<file path="config.mk">
export PLATFORM = sky130hd
export DESIGN_NAME = hub75_bcm_scanner
export DESIGN_NICKNAME = d
export VERILOG_FILES = /design/src/rtl/hub75_bcm_scanner.sv
export SDC_FILE = /design/constraint.sdc
export NUM_CORES = 1
export LEC_CHECK = 0
export BUFFER_PORTS_ARGS = -buffer_cell sky130_fd_sc_hd__buf_2
export CORE_ASPECT_RATIO = 1.25
export CORE_UTILIZATION = 50
export CTS_BUF_LIST = sky130_fd_sc_hd__clkbuf_4 sky130_fd_sc_hd__clkbuf_8
export CTS_CLUSTER_DIAMETER = 30
export CTS_CLUSTER_SIZE = 12
export DETAILED_ROUTE_END_ITERATION = 16
export GPL_TIMING_DRIVEN = 0
export HOLD_SLACK_MARGIN = 0.02
export PLACE_DENSITY = 0.77
export SKIP_LAST_GASP = 1
export SYNTH_ARGS = -nofsm -noshare
export SYNTH_HDL_FRONTEND = slang
export SYNTH_SLANG_ARGS = --single-unit
</file>
<file path="constraint.sdc">
create_clock -name clk -period 9.34 [get_ports clk]
set_clock_uncertainty 0.1 [all_clocks]
set_input_delay 1.401 -clock clk [delete_from_list [all_inputs] [get_ports clk]]
set_output_delay 1.401 -clock clk [all_outputs]
set_load 0.02 [all_outputs]
</file>
<file path="src/rtl/hub75_bcm_scanner.sv">
// hub75_bcm_scanner: drives a HUB75 LED panel with 8-plane binary-coded modulation, one row pair at a time.
// Ports: clk/rst (async active-high); run enables scanning; top_rgb/bot_rgb are pixels arriving 1 cycle
// after fb_rd at fb_addr={row,col}; hub_* are the panel pins; frame_done pulses when the last row's last plane ends.
module hub75_bcm_scanner #(
  parameter int COLS = 64,
  parameter int ROW_BITS = 5,
  parameter int BASE_TICKS = 4
) (
  input  logic                                clk,
  input  logic                                rst,
  input  logic                                run,
  input  logic [23:0]                         top_rgb,
  input  logic [23:0]                         bot_rgb,
  output logic                                fb_rd,
  output logic [ROW_BITS+$clog2(COLS)-1:0]    fb_addr,
  output logic                                hub_r1,
  output logic                                hub_g1,
  output logic                                hub_b1,
  output logic                                hub_r2,
  output logic                                hub_g2,
  output logic                                hub_b2,
  output logic                                hub_clk,
  output logic                                hub_lat,
  output logic                                hub_oe_n,
  output logic [ROW_BITS-1:0]                 hub_addr,
  output logic                                frame_done
);
  localparam int CW = $clog2(COLS);
  localparam int TW = $clog2(BASE_TICKS * 128 + 1);
  typedef enum logic [1:0] {IDLE, SHIFT, LATCH, DISPLAY} state_t;
  state_t state, state_n;
  logic [ROW_BITS-1:0] row, row_n;
  logic [2:0] plane;
  logic [CW-1:0] col;
  logic [TW-1:0] ticks, disp_len;
  logic [4:0] pi;
  logic phase, stop, shift_end, disp_end, go;
  assign disp_len = TW'(BASE_TICKS) << plane;
  assign shift_end = state == SHIFT && phase && col == CW'(COLS - 1);
  assign disp_end = state == DISPLAY && ticks == disp_len - TW'(1);
  // stop remembers a run drop anywhere in the plane so the plane still finishes before idling
  assign go = run && !stop;
  assign row_n = plane == 3'd7 ? row + 1'b1 : row;
  assign pi = {2'b00, plane};
  always_ff @(posedge clk or posedge rst)
    if (rst) state <= IDLE;
    else state <= state_n;
  always_comb begin
    state_n = state;
    case (state)
      IDLE:    if (run) state_n = SHIFT;
      SHIFT:   if (shift_end) state_n = LATCH;
      LATCH:   state_n = DISPLAY;
      DISPLAY: if (disp_end) state_n = go ? SHIFT : IDLE;
      default: state_n = IDLE;
    endcase
  end
  // the read for each column is issued in the cycle before its phase 0; column 0's read comes from IDLE or the last DISPLAY cycle
  always_comb begin
    hub_clk = state == SHIFT && phase;
    hub_lat = state == LATCH;
    hub_oe_n = state != DISPLAY;
    frame_done = disp_end && plane == 3'd7 && &row;
    fb_rd = !rst && ((state == IDLE && run) || (state == SHIFT && phase && !shift_end) || (disp_end && go));
    fb_addr = fb_rd ? {disp_end ? row_n : row, state == SHIFT ? col + 1'b1 : CW'(0)} : '0;
  end
  always_ff @(posedge clk or posedge rst)
    if (rst) begin
      row <= '0;
      plane <= '0;
      col <= '0;
      phase <= 1'b0;
      ticks <= '0;
      stop <= 1'b0;
      hub_addr <= '0;
      {hub_r1, hub_g1, hub_b1, hub_r2, hub_g2, hub_b2} <= '0;
    end else begin
      phase <= state == SHIFT && !phase;
      col <= state != SHIFT ? '0 : col + CW'(phase);
      ticks <= state == DISPLAY && !disp_end ? ticks + 1'b1 : '0;
      stop <= state != IDLE && (stop || !run);
      if (disp_end) begin
        plane <= plane + 1'b1;
        row <= row_n;
      end
      if (shift_end) hub_addr <= row;
      if (state == SHIFT && !phase)
        {hub_r1, hub_g1, hub_b1, hub_r2, hub_g2, hub_b2} <=
          {top_rgb[pi + 5'd16], top_rgb[pi + 5'd8], top_rgb[pi], bot_rgb[pi + 5'd16], bot_rgb[pi + 5'd8], bot_rgb[pi]};
    end
endmodule

</file>
* Word-level counts from Yosys, hierarchy flattened *
Index checks and enable logic that the tools add are counted.

storage, ports and cells
  register bits after elaboration = 39
  input port bits = 51
  output and inout bits = 27
  logic and storage cells = 86

operators by class
  add/subtract/negate cells = 8
  order comparisons = 3
  equality and inequality tests = 11
  shifts and indexed selects = 1
  multiplexer cells = 23
  reduce and logical (&&, ||, !) cells = 26

operators by type and width
  operator                                            number
  binary-select mux 1 bit (select 5 bit)              4
  logical AND 1 bit                                   13
  < comparator 5 x 6 -> 1 bit, second input constant  2
  2-to-1 mux 6 bit                                    2
  2-to-1 mux 11 bit                                   1
  adder 10 x 1 -> 10 bit, second input constant       1
  == test 10 bit                                      1
  2-to-1 mux 10 bit                                   1
  2-to-1 mux 5 bit                                    2
  left shift 3 x 3 -> 10 bit, first input constant    1
  subtractor 10 x 1 -> 10 bit, second input constant  1
  != test 2 bit, second input constant                4
  one-hot mux 2 bit (4 select lines)                  1
  2-to-1 mux 1 bit                                    7
  adder 6 x 1 -> 6 bit                                1
  adder 6 x 1 -> 6 bit, second input constant         1
  binary-select mux 1 bit (select 3 bit)              2
  == test 6 bit, second input constant                1
  zero test 1 bit                                     6
  < comparator 3 x 6 -> 1 bit, second input constant  1
  2-to-1 mux 2 bit                                    3
  adder 3 x 4 -> 5 bit, second input constant         1
  adder 3 x 5 -> 5 bit, second input constant         1
  adder 5 x 1 -> 5 bit, second input constant         1
  other kinds (10)                                    13

* Logic depth before layout (Yosys ltp) *
  depth after elaboration = 9
  gate-level depth with buffers = 15
  gate-level depth less buffers = 11

* Least setup slack after synthesis *
Ideal clock, no wire load.

  kind = reg-to-output
  start = register plane[0]
  end = output port fb_addr[0]
  data arrival time = 3.467 ns
  data required time = 7.839 ns
  path slack = 4.372 ns
  stages on the path, launching flop included = 16
  buffers on the path = 4
  cell sequence = dfrtp_1 > clkbuf_1 > buf_2 > inv_1 > ha_1 > buf_4 > or2b_2 > ha_1 > and2b_2 > mux2i_1 > xnor2_1 > nand3_1 > nor4_2 > o21ai_2 > clkbuf_8 > nor3b_1

between the ends
  longest elaborated chain between the ends = 8

ends and longest elaborated chain
  element                      line  text
  start: declaration           33    logic [2:0] plane;
  start signal: assignment     83    plane <= plane + 1'b1;
  left shift 3 x 3 -> 10 bit   38    assign disp_len = TW'(BASE_TICKS) << plane;
  subtractor 10 x 1 -> 10 bit  40    assign disp_end = state == DISPLAY && ticks == disp_len - TW'(1);
  == test 10 bit               40
  logical AND 1 bit            40
  logical AND 1 bit            64    fb_rd = !rst && ((state == IDLE && run) || (state == SHIFT && phase && !shift_end) || (disp_end && go));
  logical OR 1 bit             64
  logical AND 1 bit            64
  2-to-1 mux 11 bit            65    fb_addr = fb_rd ? {disp_end ? row_n : row, state == SHIFT ? col + 1'b1 : CW'(0)} : '0;
  end: declaration             15    output logic [ROW_BITS+$clog2(COLS)-1:0] fb_addr,

No other way between the ends.

* Worst setup path after layout *
Ends and elaborated chain as after synthesis.

==> reports/qor_table.md <==
| Result | This run | Unit |
|:---|:---|:---|
| Beginning of the worst hold path | ticks[0] | - |
| Setup repair after global routing missed its margin | no | - |
| Cell with the most instances after synthesis | sky130_fd_sc_hd__dfrtp_1 | - |
| Total power divided by cell area | 175 | nW/um^2 |
| Final-layout setup total negative slack | 0 | ns |
| Yosys warning total | 0 | - |
| Post-route core utilization | 63.2 | % |
| I/O pins | 78 | - |
| Met1 Use GR | 23.6 | % |
| Overall routed net length | 5.39 | mm |
| Cell Area, Synth | 2670 | um^2 |
| Global routing's busiest layer | met2 | - |
| Worst voltage drop across the vdd grid | 0.0912 | mV |
| TritonCTS clock tree | yes | - |
| Latest clock arrival within the worst-skew pair | 0.29 | ns |
| Hold buffer count at cts | 0 | - |
| Register bit count reported by yosys | 39 | - |
| Top FF cell, synth | sky130_fd_sc_hd__dfrtp_1 | - |
| Routed len/inst | 13.4 | um |
| Number of design rule violations left after detail routing | 0 | - |
| Number of core rows | 29 | - |
| Number of search-and-repair iterations in the first detailed-routing pass | 4 | - |
| Largest incremental delay on the critical path | 0.38 | ns |
| Net count after synthesis | 323 | - |
| FFs w/ async S/R, synth | 100 | % |
| Antenna Nets Post-Route | 0 | - |
| Synth Instances | 254 | - |
| Count of antenna diodes in the layout | 0 | - |
| Via-to-Cell Ratio | 5.21 | - |
| Share of the synthesized area in the top cell type | 36.6 | % |
| Share of the cycle needed by the critical path after routing | 59.1 | % |
| Crit. End Element | output port | - |
| Sequential-to-total area share from yosys stat | 36.6 | % |
| Global route overflow | 0 | - |
| Final WS setup | 3.82 | ns |
| Tot Pwr | 0.567 | mW |
| Cell with the largest stage delay on the worst path | sky130_fd_sc_hd__dfrtp_1 | - |
| Class of the tightest hold or removal check | flop to flop | - |
| Global routing met2 resource utilization | 38.5 | % |
| Maximum fanout along the worst path | 10 | - |
| Initial cell density of the core | 52.1 | % |
| Layout filler cell count | 436 | - |
| Worst rel slew slack | 43.1 | % |
| Final period demand of the worst path | 5.52 | ns |
| Outcome | completed | - |
| Area delta synth->final | 21.2 | % |
| Via count of the routed design | 2088 | - |
| Cells along the critical path | clkbuf_1, buf_2, inv_1, ha_1, buf_4, or2b_2, ha_1, xor2_1, nand2_1, nor4_2, nand3_1, nor4_2, o21ai_2, clkbuf_8, nor3b_1, buf_2 | - |
| Number of setup violations in the final report | 0 | - |
| Critical Path AT | 4.02 | ns |
| Area leader, netlist | sky130_fd_sc_hd__dfrtp_1 | - |
| Final hold violations | 0 | - |
| Number of unique standard cell types used by synthesis | 39 | - |
| Most numerous cell types in the synthesized netlist | sky130_fd_sc_hd__dfrtp_1, sky130_fd_sc_hd__nand2_1, sky130_fd_sc_hd__nor2_1 | - |
| Antenna violations before repair | 0 | - |
| Die width | 67.3 | um |
| Dominant cells by area after synthesis | sky130_fd_sc_hd__dfrtp_1, sky130_fd_sc_hd__mux4_2, sky130_fd_sc_hd__ha_1 | - |
| Number of H-tree branching levels | 2 | - |
| Placement-stage worst setup slack | 4.12 | ns |
| GR Util All Layers | 21.3 | % |
| Final count of pins violating max slew | 0 | - |
| Clock sink total | 39 | - |
| IO buf count | 77 | - |
| Number of global-route vias before repair | 2071 | - |
| Required @ worst endpoint | 7.84 | ns |
| Worst slew pin tran | 0.852 | ns |
| Layout cells sized above 1 | 36.3 | % |
| Storage cell area | 976 | um^2 |
| Die area | 5630 | um^2 |
| Multi-input logic area | 1590 | um^2 |
| Buffers inserted during post-CTS setup optimization | 0 | - |
| Largest net degree at the start of global routing | 41 | - |
| Number of cells upsized or downsized after cts | 0 | - |
| Max-cap violations | 0 | - |
| Die height | 83.7 | um |
| Worst Path Class, Setup | flop to output port | - |
| Met3 routing resource usage after global routing | 3.69 | % |
| Post-layout net count | 407 | - |
| Placer congestion estimate | 0.772 | - |
| Number of buffers created by CTS | 5 | - |
| Max frequency | 181 | MHz |
| Pleak | 1.64 | nW |
| Buffer depth of the longest clock path | 2 | - |
| Number of enable-type register cells in the synthesized netlist | 0 | - |
| Placed wire-length estimate after detailed placement | 4.18 | mm |
| Violation count after the first detailed-route iteration | 39 | - |
| Syn avg cell area | 10.5 | um^2 |
| CTS root buf | sky130_fd_sc_hd__clkbuf_8 | - |
| Global-route wire length before repair | 9.07 | mm |
| Placeable core region | 5120 | um^2 |
| Reg2Reg Launch Point | plane[0] | - |
| Origin of the worst setup path | plane[0] | - |
| Critical Path Source Type | flop | - |
| Clk pin slew, worst setup/hold paths | 0.07 | ns |
-- power breakdown --
part	internal, mW	switching, mW
logic	0.0916	0.130
registers	0.197	0.0193
clock network	0.0703	0.0591
-- cells in the final DEF, fill, tap and decap left out, types with 2 or more instances in the layout --
cell type / count
sky130_fd_sc_hd__buf_2: 79
sky130_fd_sc_hd__dfrtp_1: 39
sky130_fd_sc_hd__nand2_1: 25
sky130_fd_sc_hd__nor2_1: 22
sky130_fd_sc_hd__xnor2_1: 18
sky130_fd_sc_hd__ha_1: 18
sky130_fd_sc_hd__nand3_1: 13
sky130_fd_sc_hd__mux4_2: 12
sky130_fd_sc_hd__o21ai_0: 12
sky130_fd_sc_hd__xor2_1: 11
sky130_fd_sc_hd__mux2_2: 10
sky130_fd_sc_hd__inv_1: 9
sky130_fd_sc_hd__mux2i_1: 8
sky130_fd_sc_hd__clkbuf_8: 8
sky130_fd_sc_hd__clkbuf_1: 6
sky130_fd_sc_hd__nor2b_1: 6
sky130_fd_sc_hd__and2_1: 6
sky130_fd_sc_hd__nand2b_1: 4
sky130_fd_sc_hd__a21oi_1: 3
sky130_fd_sc_hd__and3_1: 3
sky130_fd_sc_hd__inv_2: 2
sky130_fd_sc_hd__nor4b_1: 2
sky130_fd_sc_hd__nor3_1: 2
sky130_fd_sc_hd__nor3b_1: 2
sky130_fd_sc_hd__and2b_2: 2
sky130_fd_sc_hd__nor4_2: 2
sky130_fd_sc_hd__or3_1: 2
-- cell families after synthesis --
family | synth area share, %
multiplexers | 17.4
AO/OA/AOI/OAI | 4.36
AND/OR/NAND/NOR | 19.7
flip-flops | 36.6
adder cells (fa/ha/maj) | 8.44
XOR/XNOR | 9.52
buffers and inverters | 3.99
-- per-stage QoR --
stage | hold slack (ns) | std cells | instance area [um^2]
6_report | 0.380 | 401 | 3230
5_1_grt | 0.417 | 401 | 3230
4_1_cts | 0.384 | 401 | 3230
3_5_place_dp | 0.373 | 393 | 3130
3_3_place_gp | 0.361 | 393 | 3130
2_1_floorplan | 0.348 | 254 | 2670
-- area by class of cell --
type	count	share of cell area, %
Buffer	11	2.01
Inverter	11	1.28
Multi-Input combinational cell	193	49.0
Timing Repair Buffer	77	11.9
Tap cell	62	2.40
Clock buffer	8	3.21
Sequential cell	39	30.2
-- registers in the layout, summed over array words and instances (netlist names) --
signal / cells
ticks: 10
row: 5
hub_r1: 1
col: 6
hub_b1: 1
hub_r2: 1
plane: 3
state: 2
phase: 1
hub_b2: 1
hub_addr: 5
stop: 1
hub_g2: 1
hub_g1: 1
-- worst max-delay path: cells and delay by family (launching register included) --
family,cells,cell delay [ns]
buf+inv,6,1.39
simple gates,6,1.26
fa+ha+maj,2,0.44
flops,1,0.38
xor+xnor,1,0.13
compound gates,1,0.11
-- final timing paths --
check,to,slack (ns),cells after the start
max,fb_addr[0],3.82,16
min,ticks[0],0.38,1
max reg2reg,ticks[3],5.63,14
min reg2reg,ticks[0],0.38,1
max in group asynchronous,state[1],7.42,2
min in group asynchronous,ticks[7],1.18,2
-- metal layers --
metal / wire [um] / vias up
met5: 0 / -
met4: 99 / 0
met3: 235 / 11
met2: 2830 / 67
met1: 2230 / 968
li1: - / 1042
(Power assumes the default switching activity.)
